==> src/rtl/score_pkg.sv <==
// score_pkg: shared types and constants for the score renderer.
//   GLYPH_W / GLYPH_H : digit cell size in unscaled pixels
//   bcd_t             : one decimal digit (codes 10..15 draw blank)
//   BLANK_DIGIT       : code substituted for a digit that must not be drawn
//   cvt_state_e       : double-dabble converter states
//   pow10()           : 10^n, used for the saturation constant
package score_pkg;

  localparam int GLYPH_W = 16;
  localparam int GLYPH_H = 16;

  typedef logic [3:0] bcd_t;

  localparam bcd_t BLANK_DIGIT = 4'd10;

  // CAP is a one-cycle hold between capture and the first shift, so busy
  // rises the cycle after a load is accepted.
  typedef enum logic [1:0] {
    ST_IDLE  = 2'd0,
    ST_CAP   = 2'd1,
    ST_SHIFT = 2'd2
  } cvt_state_e;

  function automatic int unsigned pow10(input int unsigned n);
    int unsigned r;
    r = 1;
    for (int unsigned i = 0; i < n; i++) r = r * 10;
    return r;
  endfunction

endpackage

==> src/rtl/glyph_rom.sv <==
// glyph_rom: combinational digit bitmap source, 16x16 cells.
//   digit : BCD code, 10..15 give a blank glyph
//   line  : glyph line 0..15 (0,1,14,15 always blank)
//   row   : 16 pixel bits, bit 15 is the leftmost column
// Glyphs are seven-segment shapes: horizontal bars span columns 1..14,
// vertical bars are two columns wide at columns 1-2 and 13-14.
module glyph_rom
  import score_pkg::*;
(
  input  bcd_t                digit,
  input  logic [3:0]          line,
  output logic [GLYPH_W-1:0]  row
);

  localparam logic [GLYPH_W-1:0] BAR_H = 16'h7FFE;
  localparam logic [GLYPH_W-1:0] BAR_L = 16'h6000;
  localparam logic [GLYPH_W-1:0] BAR_R = 16'h0006;

  logic [6:0] seg;  // {a,b,c,d,e,f,g}
  logic       upper, lower;

  always_comb begin
    case (digit)
      4'd0:    seg = 7'b1111110;
      4'd1:    seg = 7'b0110000;
      4'd2:    seg = 7'b1101101;
      4'd3:    seg = 7'b1111001;
      4'd4:    seg = 7'b0110011;
      4'd5:    seg = 7'b1011011;
      4'd6:    seg = 7'b1011111;
      4'd7:    seg = 7'b1110000;
      4'd8:    seg = 7'b1111111;
      4'd9:    seg = 7'b1111011;
      default: seg = 7'b0000000;
    endcase
  end

  always_comb begin
    row   = '0;
    upper = (line >= 4'd2) && (line <= 4'd7);
    lower = (line >= 4'd8) && (line <= 4'd13);
    if ((line == 4'd2  || line == 4'd3)  && seg[6]) row = row | BAR_H;  // a
    if ((line == 4'd7  || line == 4'd8)  && seg[0]) row = row | BAR_H;  // g
    if ((line == 4'd12 || line == 4'd13) && seg[3]) row = row | BAR_H;  // d
    if (upper && seg[1]) row = row | BAR_L;  // f
    if (upper && seg[5]) row = row | BAR_R;  // b
    if (lower && seg[2]) row = row | BAR_L;  // e
    if (lower && seg[4]) row = row | BAR_R;  // c
  end

endmodule

==> src/rtl/score_display.sv <==
// score_display: binary score -> BCD (sequential double-dabble), latched at
// frame start, rendered as a row of scaled 16x16 digit glyphs.
//   clk, rst_n        : pixel clock, async active-low reset
//   score/score_load  : value and single-cycle convert request
//   frame_start       : copies pending BCD to the shown BCD
//   pix_x/pix_y/pix_valid : current raster position
//   busy              : conversion in progress
//   pix_on/pix_on_valid   : glyph pixel, 2 cycles after the raster inputs
// Build option: LEAD_ZERO_BLANK_EN blanks leading zeros of the shown value.
module score_display
  import score_pkg::*;
#(
  parameter int NUM_DIGITS = 4,
  parameter int SCORE_W    = 14,
  parameter int SCALE_LOG2 = 1,
  parameter int X0         = 16,
  parameter int Y0         = 16
) (
  input  logic               clk,
  input  logic               rst_n,
  input  logic [SCORE_W-1:0] score,
  input  logic               score_load,
  input  logic               frame_start,
  input  logic [9:0]         pix_x,
  input  logic [9:0]         pix_y,
  input  logic               pix_valid,
  output logic               busy,
  output logic               pix_on,
  output logic               pix_on_valid
);

  localparam int          BCD_W   = NUM_DIGITS * 4;
  localparam int          CNT_W   = $clog2(SCORE_W + 1);
  localparam int          FIELD_W = NUM_DIGITS * (GLYPH_W << SCALE_LOG2);
  localparam int          FIELD_H = GLYPH_H << SCALE_LOG2;
  localparam int unsigned SAT_LIM = pow10(NUM_DIGITS);
  localparam int          STAGES  = 2;

  // ---------------- converter ----------------
  cvt_state_e               state_q, state_nxt;
  logic [SCORE_W-1:0]       bin_q, start_val, sat_val;
  bcd_t [NUM_DIGITS-1:0]    acc_q, acc_adj, pend_q, shown_q;
  logic [BCD_W-1:0]         adj_flat, acc_sh;
  logic [CNT_W-1:0]         cnt_q;
  logic                     q_vld;
  logic [SCORE_W-1:0]       q_val;
  logic                     last, start;

  assign last = (state_q == ST_SHIFT) && (cnt_q == CNT_W'(SCORE_W - 1));

  // While shifting, loads queue; on the final shift a same-cycle load is
  // newer than the queued value, so it wins.
  assign start     = ((state_q != ST_SHIFT) && score_load) ||
                     (last && (score_load || q_vld));
  assign start_val = ((state_q == ST_SHIFT) && !score_load) ? q_val : score;
  assign sat_val   = (32'(start_val) >= SAT_LIM) ? SCORE_W'(SAT_LIM - 1)
                                                 : start_val;

  always_comb begin
    acc_adj = acc_q;
    for (int i = 0; i < NUM_DIGITS; i++)
      if (acc_q[i] >= 4'd5) acc_adj[i] = acc_q[i] + 4'd3;
  end

  assign adj_flat = acc_adj;
  assign acc_sh   = {adj_flat[BCD_W-2:0], bin_q[SCORE_W-1]};

  always_ff @(posedge clk or negedge rst_n) begin
    if (!rst_n) state_q <= ST_IDLE;
    else        state_q <= state_nxt;
  end

  always_comb begin
    state_nxt = state_q;
    case (state_q)
      ST_IDLE:  if (score_load) state_nxt = ST_CAP;
      ST_CAP:   state_nxt = score_load ? ST_CAP : ST_SHIFT;
      ST_SHIFT: if (last) state_nxt = start ? ST_CAP : ST_IDLE;
      default:  state_nxt = ST_IDLE;
    endcase
  end

  always_comb begin
    busy = (state_q == ST_SHIFT);
  end

  always_ff @(posedge clk or negedge rst_n) begin
    if (!rst_n) begin
      bin_q   <= '0;
      acc_q   <= '0;
      cnt_q   <= '0;
      q_vld   <= 1'b0;
      q_val   <= '0;
      pend_q  <= '0;
      shown_q <= '0;
    end else begin
      if (start) begin
        bin_q <= sat_val;
        acc_q <= '0;
        cnt_q <= '0;
      end else if (state_q == ST_SHIFT) begin
        bin_q <= bin_q << 1;
        acc_q <= acc_sh;
        cnt_q <= cnt_q + CNT_W'(1);
      end
      if (last) begin
        q_vld <= 1'b0;
      end else if ((state_q == ST_SHIFT) && score_load) begin
        q_vld <= 1'b1;
        q_val <= score;
      end
      if (last) pend_q <= acc_sh;
      // A conversion finishing on the frame edge is already the newest value.
      if (frame_start) shown_q <= last ? acc_sh : pend_q;
    end
  end

  // ---------------- pixel pipeline ----------------
  logic [10:0] px, py, dx, dy;
  logic        in_f;
  logic        s1_in;
  logic [2:0]  s1_slot;
  logic [3:0]  s1_col, s1_line;
  logic [STAGES:1] vld_pipe;

  assign px   = {1'b0, pix_x};
  assign py   = {1'b0, pix_y};
  assign dx   = px - 11'(X0);
  assign dy   = py - 11'(Y0);
  assign in_f = (px >= 11'(X0)) && (dx < 11'(FIELD_W)) &&
                (py >= 11'(Y0)) && (dy < 11'(FIELD_H));

  always_ff @(posedge clk or negedge rst_n) begin
    if (!rst_n) begin
      s1_in    <= 1'b0;
      s1_slot  <= '0;
      s1_col   <= '0;
      s1_line  <= '0;
      vld_pipe <= '0;
    end else begin
      s1_in    <= in_f;
      s1_slot  <= 3'(dx >> (4 + SCALE_LOG2));
      s1_col   <= 4'(dx >> SCALE_LOG2);
      s1_line  <= 4'(dy >> SCALE_LOG2);
      vld_pipe <= {vld_pipe[STAGES-1:1], pix_valid};
    end
  end

  bcd_t [NUM_DIGITS-1:0] disp;
  bcd_t                  cur_dig;
  logic [GLYPH_W-1:0]    glyph_row;

`ifdef LEAD_ZERO_BLANK_EN
  logic lead;
  always_comb begin
    disp = shown_q;
    lead = 1'b1;
    // The least significant digit is always drawn.
    for (int i = NUM_DIGITS - 1; i > 0; i--) begin
      if (lead && (shown_q[i] == 4'd0)) disp[i] = BLANK_DIGIT;
      else                              lead    = 1'b0;
    end
  end
`else
  assign disp = shown_q;
`endif

  // Slot 0 is leftmost and carries the most significant digit.
  always_comb begin
    cur_dig = BLANK_DIGIT;
    for (int i = 0; i < NUM_DIGITS; i++)
      if (s1_slot == 3'(NUM_DIGITS - 1 - i)) cur_dig = disp[i];
  end

  glyph_rom u_glyph_rom (
    .digit (cur_dig),
    .line  (s1_line),
    .row   (glyph_row)
  );

  always_ff @(posedge clk or negedge rst_n) begin
    if (!rst_n) pix_on <= 1'b0;
    else        pix_on <= s1_in & vld_pipe[1] & glyph_row[~s1_col];
  end

  assign pix_on_valid = vld_pipe[STAGES];

endmodule

==> config.mk <==
export PLATFORM = sky130hd
export DESIGN_NAME = score_display
export DESIGN_NICKNAME = d
export VERILOG_FILES = /design/src/rtl/score_pkg.sv /design/src/rtl/glyph_rom.sv /design/src/rtl/score_display.sv
export SDC_FILE = /design/constraint.sdc
export NUM_CORES = 1
export LEC_CHECK = 0
export CAP_MARGIN = 20
export CELL_PAD_IN_SITES_DETAIL_PLACEMENT = 2
export CELL_PAD_IN_SITES_GLOBAL_PLACEMENT = 2
export CORE_UTILIZATION = 42
export CTS_BUF_LIST = sky130_fd_sc_hd__clkbuf_16
export DETAILED_ROUTE_END_ITERATION = 10
export HOLD_SLACK_MARGIN = 0.15
export PLACE_DENSITY_LB_ADDON = 0.1
export REMOVE_ABC_BUFFERS = 1
export SLEW_MARGIN = 20
export SYNTH_ARGS = -nofsm -noshare
export SYNTH_HDL_FRONTEND = slang
export SYNTH_SLANG_ARGS = --single-unit
==> constraint.sdc <==
create_clock -name clk -period 6.15 [get_ports clk]
set_input_delay 0.9225 -clock clk [delete_from_list [all_inputs] [get_ports clk]]
set_output_delay 0.9225 -clock clk [all_outputs]
set_load 0.02 [all_outputs]
* Yosys cells after proc, flatten, opt, wreduce, memory -nomap -nowiden
Memory sizes are Yosys's and may differ from the RTL's. Index checks and enable logic that the tools add are counted. W data, S select, Z words.
Word-level totals: memories 1, bits in registers 98, logic and storage cells 126, memory bits (read-only) 112, bits of input ports 39
Cells by class: $lt $le $gt $ge 14, mux-type cells 33, equality and inequality tests 15, bitwise logic cells 4, reductions and logical operators 29, add/sub/neg operators 7
Memories:
- (no name shown) | words 16, width 7, rd ports 1, clocked after memory_dff 0, write ports 0, RTL line glyph_rom.sv:23 | case (digit)
Operator list (count):
- $mux W15 | 5
- $mux W14 | 4
- $mux W16 | 3
- $mux W4 | 9
- $sub A10 B5 Y11 const B | 2
- $ge A10 B5 Y1 const B | 2
- $logic_and A1 B1 Y1 | 17
- $eq A4 B4 Y1 const B | 4
- $ge A4 B3 Y1 const B | 4
- $ge A14 B14 Y1 const B | 1
- $add A4 B2 Y4 const B | 3
- $lt A11 B6 Y1 const B | 1
- $lt A11 B8 Y1 const B | 1
- $mux W3 | 3
- $eq A4 B2 Y1 const B | 2
- $eq A3 B2 Y1 const B | 2
- $mux W2 | 3
- $pmux W2 S3 | 1
- $logic_or A1 B1 Y1 | 5
- $lt A4 B5 Y1 const B | 1
- $add A4 B1 Y4 const B | 1
- $bmux W1 S4 | 1
- $eq A4 B3 Y1 const B | 1
- $ge A4 B2 Y1 const B | 1
- 18 further kinds | 25

* Depth between registers and ports, before layout
An unclocked memory read counts as a cell.
word-level depth 17, depth in mapped cells 10, depth with buffers taken out 9

* By module
Synthesis repeated with hierarchy kept, for this count alone.
Second synthesis, totals: cells, all modules 462, area total of the unflattened synthesis 5072.4 um^2
By module, submodules not included:
- score_display | times used 1, cells each 411, area each 4692.0 um^2
- glyph_rom | times used 1, cells each 51, area each 380.4 um^2

* Worst setup path after synthesis
OpenSTA, ideal clock, no wires.
path kind input to register, from in score_load, to reg bin_q[8], required time 6.024 ns, setup slack 3.863 ns, stages on the path 7, arrival 2.161 ns, library setup time 0.126 ns, cell sequence buf_6 nor3b_4 nor2b_2 a32oi_2 buf_6 a21oi_2 a221o_1
Between the ends: longest elaborated chain between the ends 6
Ends and longest elaborated chain:
- from (decl) | RTL line score_display.sv:22 | input logic score_load,
- $logic_not A1 Y1 | RTL line score_display.sv:55 | assign start_val = ((state_q == ST_SHIFT) && !score_load) ? q_val : score;
- $logic_and A1 B1 Y1 | RTL line score_display.sv:55
- $mux W14 | RTL line score_display.sv:55
- $ge A14 B14 Y1 | RTL line score_display.sv:56 | assign sat_val = (32'(start_val) >= SAT_LIM) ? SCORE_W'(SAT_LIM - 1)
- $mux W14 | RTL line score_display.sv:56
- $mux W14 | RTL line score_display.sv:97 | if (start) begin
- to (signal assigned) | RTL line score_display.sv:98 | bin_q <= sat_val;
- to (signal assigned) | RTL line score_display.sv:102 | bin_q <= bin_q << 1;
- to (decl) | RTL line score_display.sv:41 | logic [SCORE_W-1:0] bin_q, start_val, sat_val;
Several ways; a longest one is shown, not always the timed one. A chain may end at the register's enable or synchronous reset.

* Final worst setup path
from in score_load, to reg bin_q[1]
Same word-level chain as after synthesis.

==> run metrics <==
Critical Path RT 6.39 ns; DIE WIDTH 110 µm; PwrDens 345 nW/µm²; Critical Path End Type register; cts hold-fix bufs 0; max-cap viol count 0; vias in the first global route 4065; Peak Freq 303 MHz; number of synthesized flops with an enable pin 0; ANT cells 0; ys flop type dfrtp_1; drt first-iter violations 167; CP cell instances clkdlybuf4s50_1 -> nor3b_4 -> nor2b_2 -> a32oi_2 -> a311oi_1 -> a21o_1; r2r worst-path depth 5; setup violators final 0; number of cells on the critical path 6; commonest non-fill, non-tap cells in the layout 98 x dfrtp_1, 43 x mux2_2, 38 x clkdlybuf4s50_1; CP bufs+invs 1; Seq pwr share 43.9%; layout cells sized above 1 15.7%; CTS Buf Count 9; nets@finish 521; I/O pin cnt 42; final HPWL from detailed placement 8220 µm; arrival time at the worst endpoint 3.54 ns; H-tree depth 3; r2r startpoint state_q[0]; RePlAce Congestion 0.769; port buffer count 39; Crit Path Max Fanout 17; die area 12000 µm²; Slew Viols, Final 0; routed vias 3505; row count 38; Ys Warns 0; R2R Setup Slk 3.61 ns; clock share of power 32.6%; GRT Overall Usage 22.7%; pin count of the biggest net entering global routing 56; status finished, final reports clean; TritonRoute pass-1 iters 4; DRT antenna net count 0; initial antenna violation count 0; gr ovfl total 0; Startpoint Class primary input; CTS tree yes; final hold violation count 0; RSZ-0062 raised after global routing false; first-pass GRT wire length 20500 µm; setup_tns 0 ns; top cells by area, synth dfrtp_1 50%, mux2_2 10%, ha_1 4.4%, mux2i_1 3.7%, a21oi_1 2.6%; clk_lat worst skew 0.35 ns; Worst R2R End bin_q[1]; min cycle time layout 3.31 ns; Cell Area, Synth 4860 µm²; share of Yosys cell area claimed by the top area cell type 50.4%; synth-to-layout area growth 17.1%; Psw 595 µW; Core ar. 11100 µm²; Yosys cell types 60; clock tree root buffer cell clkbuf_16; Tot Pwr 1.96 mW; chip height 110 µm; Crit path max-delay family compound AO/OA/AOI/OAI gates; fin util 51.4%; Clock transition at path regs 0.07 ns; Routed wire per std cell 19.7 µm; register bit total from synthesis 98; Post-CTS Setup Repair Bufs 0; routed vias/inst 5.75; crit share post-route 53.7%; FFs w/ async S/R, synth 100%; Hold Startpoint vld_pipe[1]; crit path capture bin_q[1]; post-cts sizing count 0; Max VDD drop 0.000206 V; setup ws final 2.84 ns; Max Root-Sink Buffers 2; Lkg Pwr 2.51 nW; Total Wirelength 12000 µm; dpl ws 2.50 ns; slew margin rel. 34.3%; Avg Inst Size Synth 11.4 µm²; Worst Setup SP score_load; sw frac 30.3%; skew final 0.00549 ns; worst-margin pin slew 0.978 ns; # DRC 0; Max stage delay cell, worst path nor3b_4; post-synthesis cell count 428; combinational power share 23.5%; most common cell after layout, fill and taps aside dfrtp_1; Sink Count 98; CP Class in -> reg; HP Class reg -> reg; dominant cell type by area after synthesis dfrtp_1; Power Internal 1.37 mW; slowest stage delay, CP 0.87 ns; sequential-to-total area share from yosys stat 50.4%; Initial Utilization 43.9%
==> synth_stat cells, types with 4 or more instances <==
cell type,n
nand3_1,10
nor2_1,27
nor3b_1,7
a311oi_1,5
xor2_1,7
nand2b_1,6
o22ai_1,7
nand2_1,18
o31ai_1,4
a22o_1,6
nor3_1,4
clkbuf_1,6
buf_2,6
o21ai_0,20
mux2i_1,18
mux2_2,43
dfrtp_1,98
a32o_1,4
inv_1,21
ha_1,17
xnor2_1,6
a31oi_1,5
a21o_1,5
a21oi_1,25
==> per-layer routing <==
metal	routed length, µm	share of wire [%]	track usage [%]
met5	0	0	0
met4	202	1.7	7.90
met3	279	2.3	3.73
met2	6290	52	41.2
met1	5250	44	27.1
==> worst min path at each step <==
stage / endpoint / slack [ns] / cells past startpoint
floorplan: vld_pipe[2] / 0.37 / 0
global placement: vld_pipe[2] / 0.41 / 0
detailed placement: vld_pipe[2] / 0.42 / 0
CTS: vld_pipe[2] / 0.44 / 0
global route: vld_pipe[2] / 0.47 / 0
finish: vld_pipe[2] / 0.44 / 0
==> power by group through the flow <==
stage          Sequential, mW  Combinational, mW  Clock [mW]
3_3_place_gp            0.861              0.437           0
2_1_floorplan           0.842              0.309           0
5_1_grt                 0.879              0.514       0.674
3_5_place_dp            0.873              0.461           0
4_1_cts                 0.863              0.469       0.652
6_report                0.862              0.462       0.639
==> area by class of cell <==
type	count	area, µm²
fill	1097	5390
multi-input combinational	290	2220
tap	140	175
inverter	21	78.8
timing repair buffer	45	433
clock inverter	7	109
clock buffer	9	225
sequential	98	2450
==> registers in the layout (all words and copies together), names as in the netlist <==
register  count
q_val        14
state_q       2
s1_line       4
acc_q        16
s1_slot       3
s1_in         1
bin_q        14
vld_pipe      2
pend_q       16
s1_col        4
disp         16
q_vld         1
pix_on        1
cnt_q         4
==> through the flow <==
stage,std cells,hold slack [ns],instance area (µm²)
global placement,594,0.408,5360
global route,610,0.468,5690
finish,610,0.440,5690
detailed placement,594,0.420,5360
floorplan,409,0.373,4750
CTS,610,0.437,5690
==> cells by family after synthesis <==
logic type | synth area share, %
AO/OA/AOI/OAI | 14.7
adder cells (fa/ha/maj) | 4.37
flip-flops | 50.4
AND/OR/NAND/NOR | 10.5
multiplexers | 13.7
XOR/XNOR | 2.34
buffers and inverters | 3.94
No activity file was read; power rests on OpenSTA's default activity.
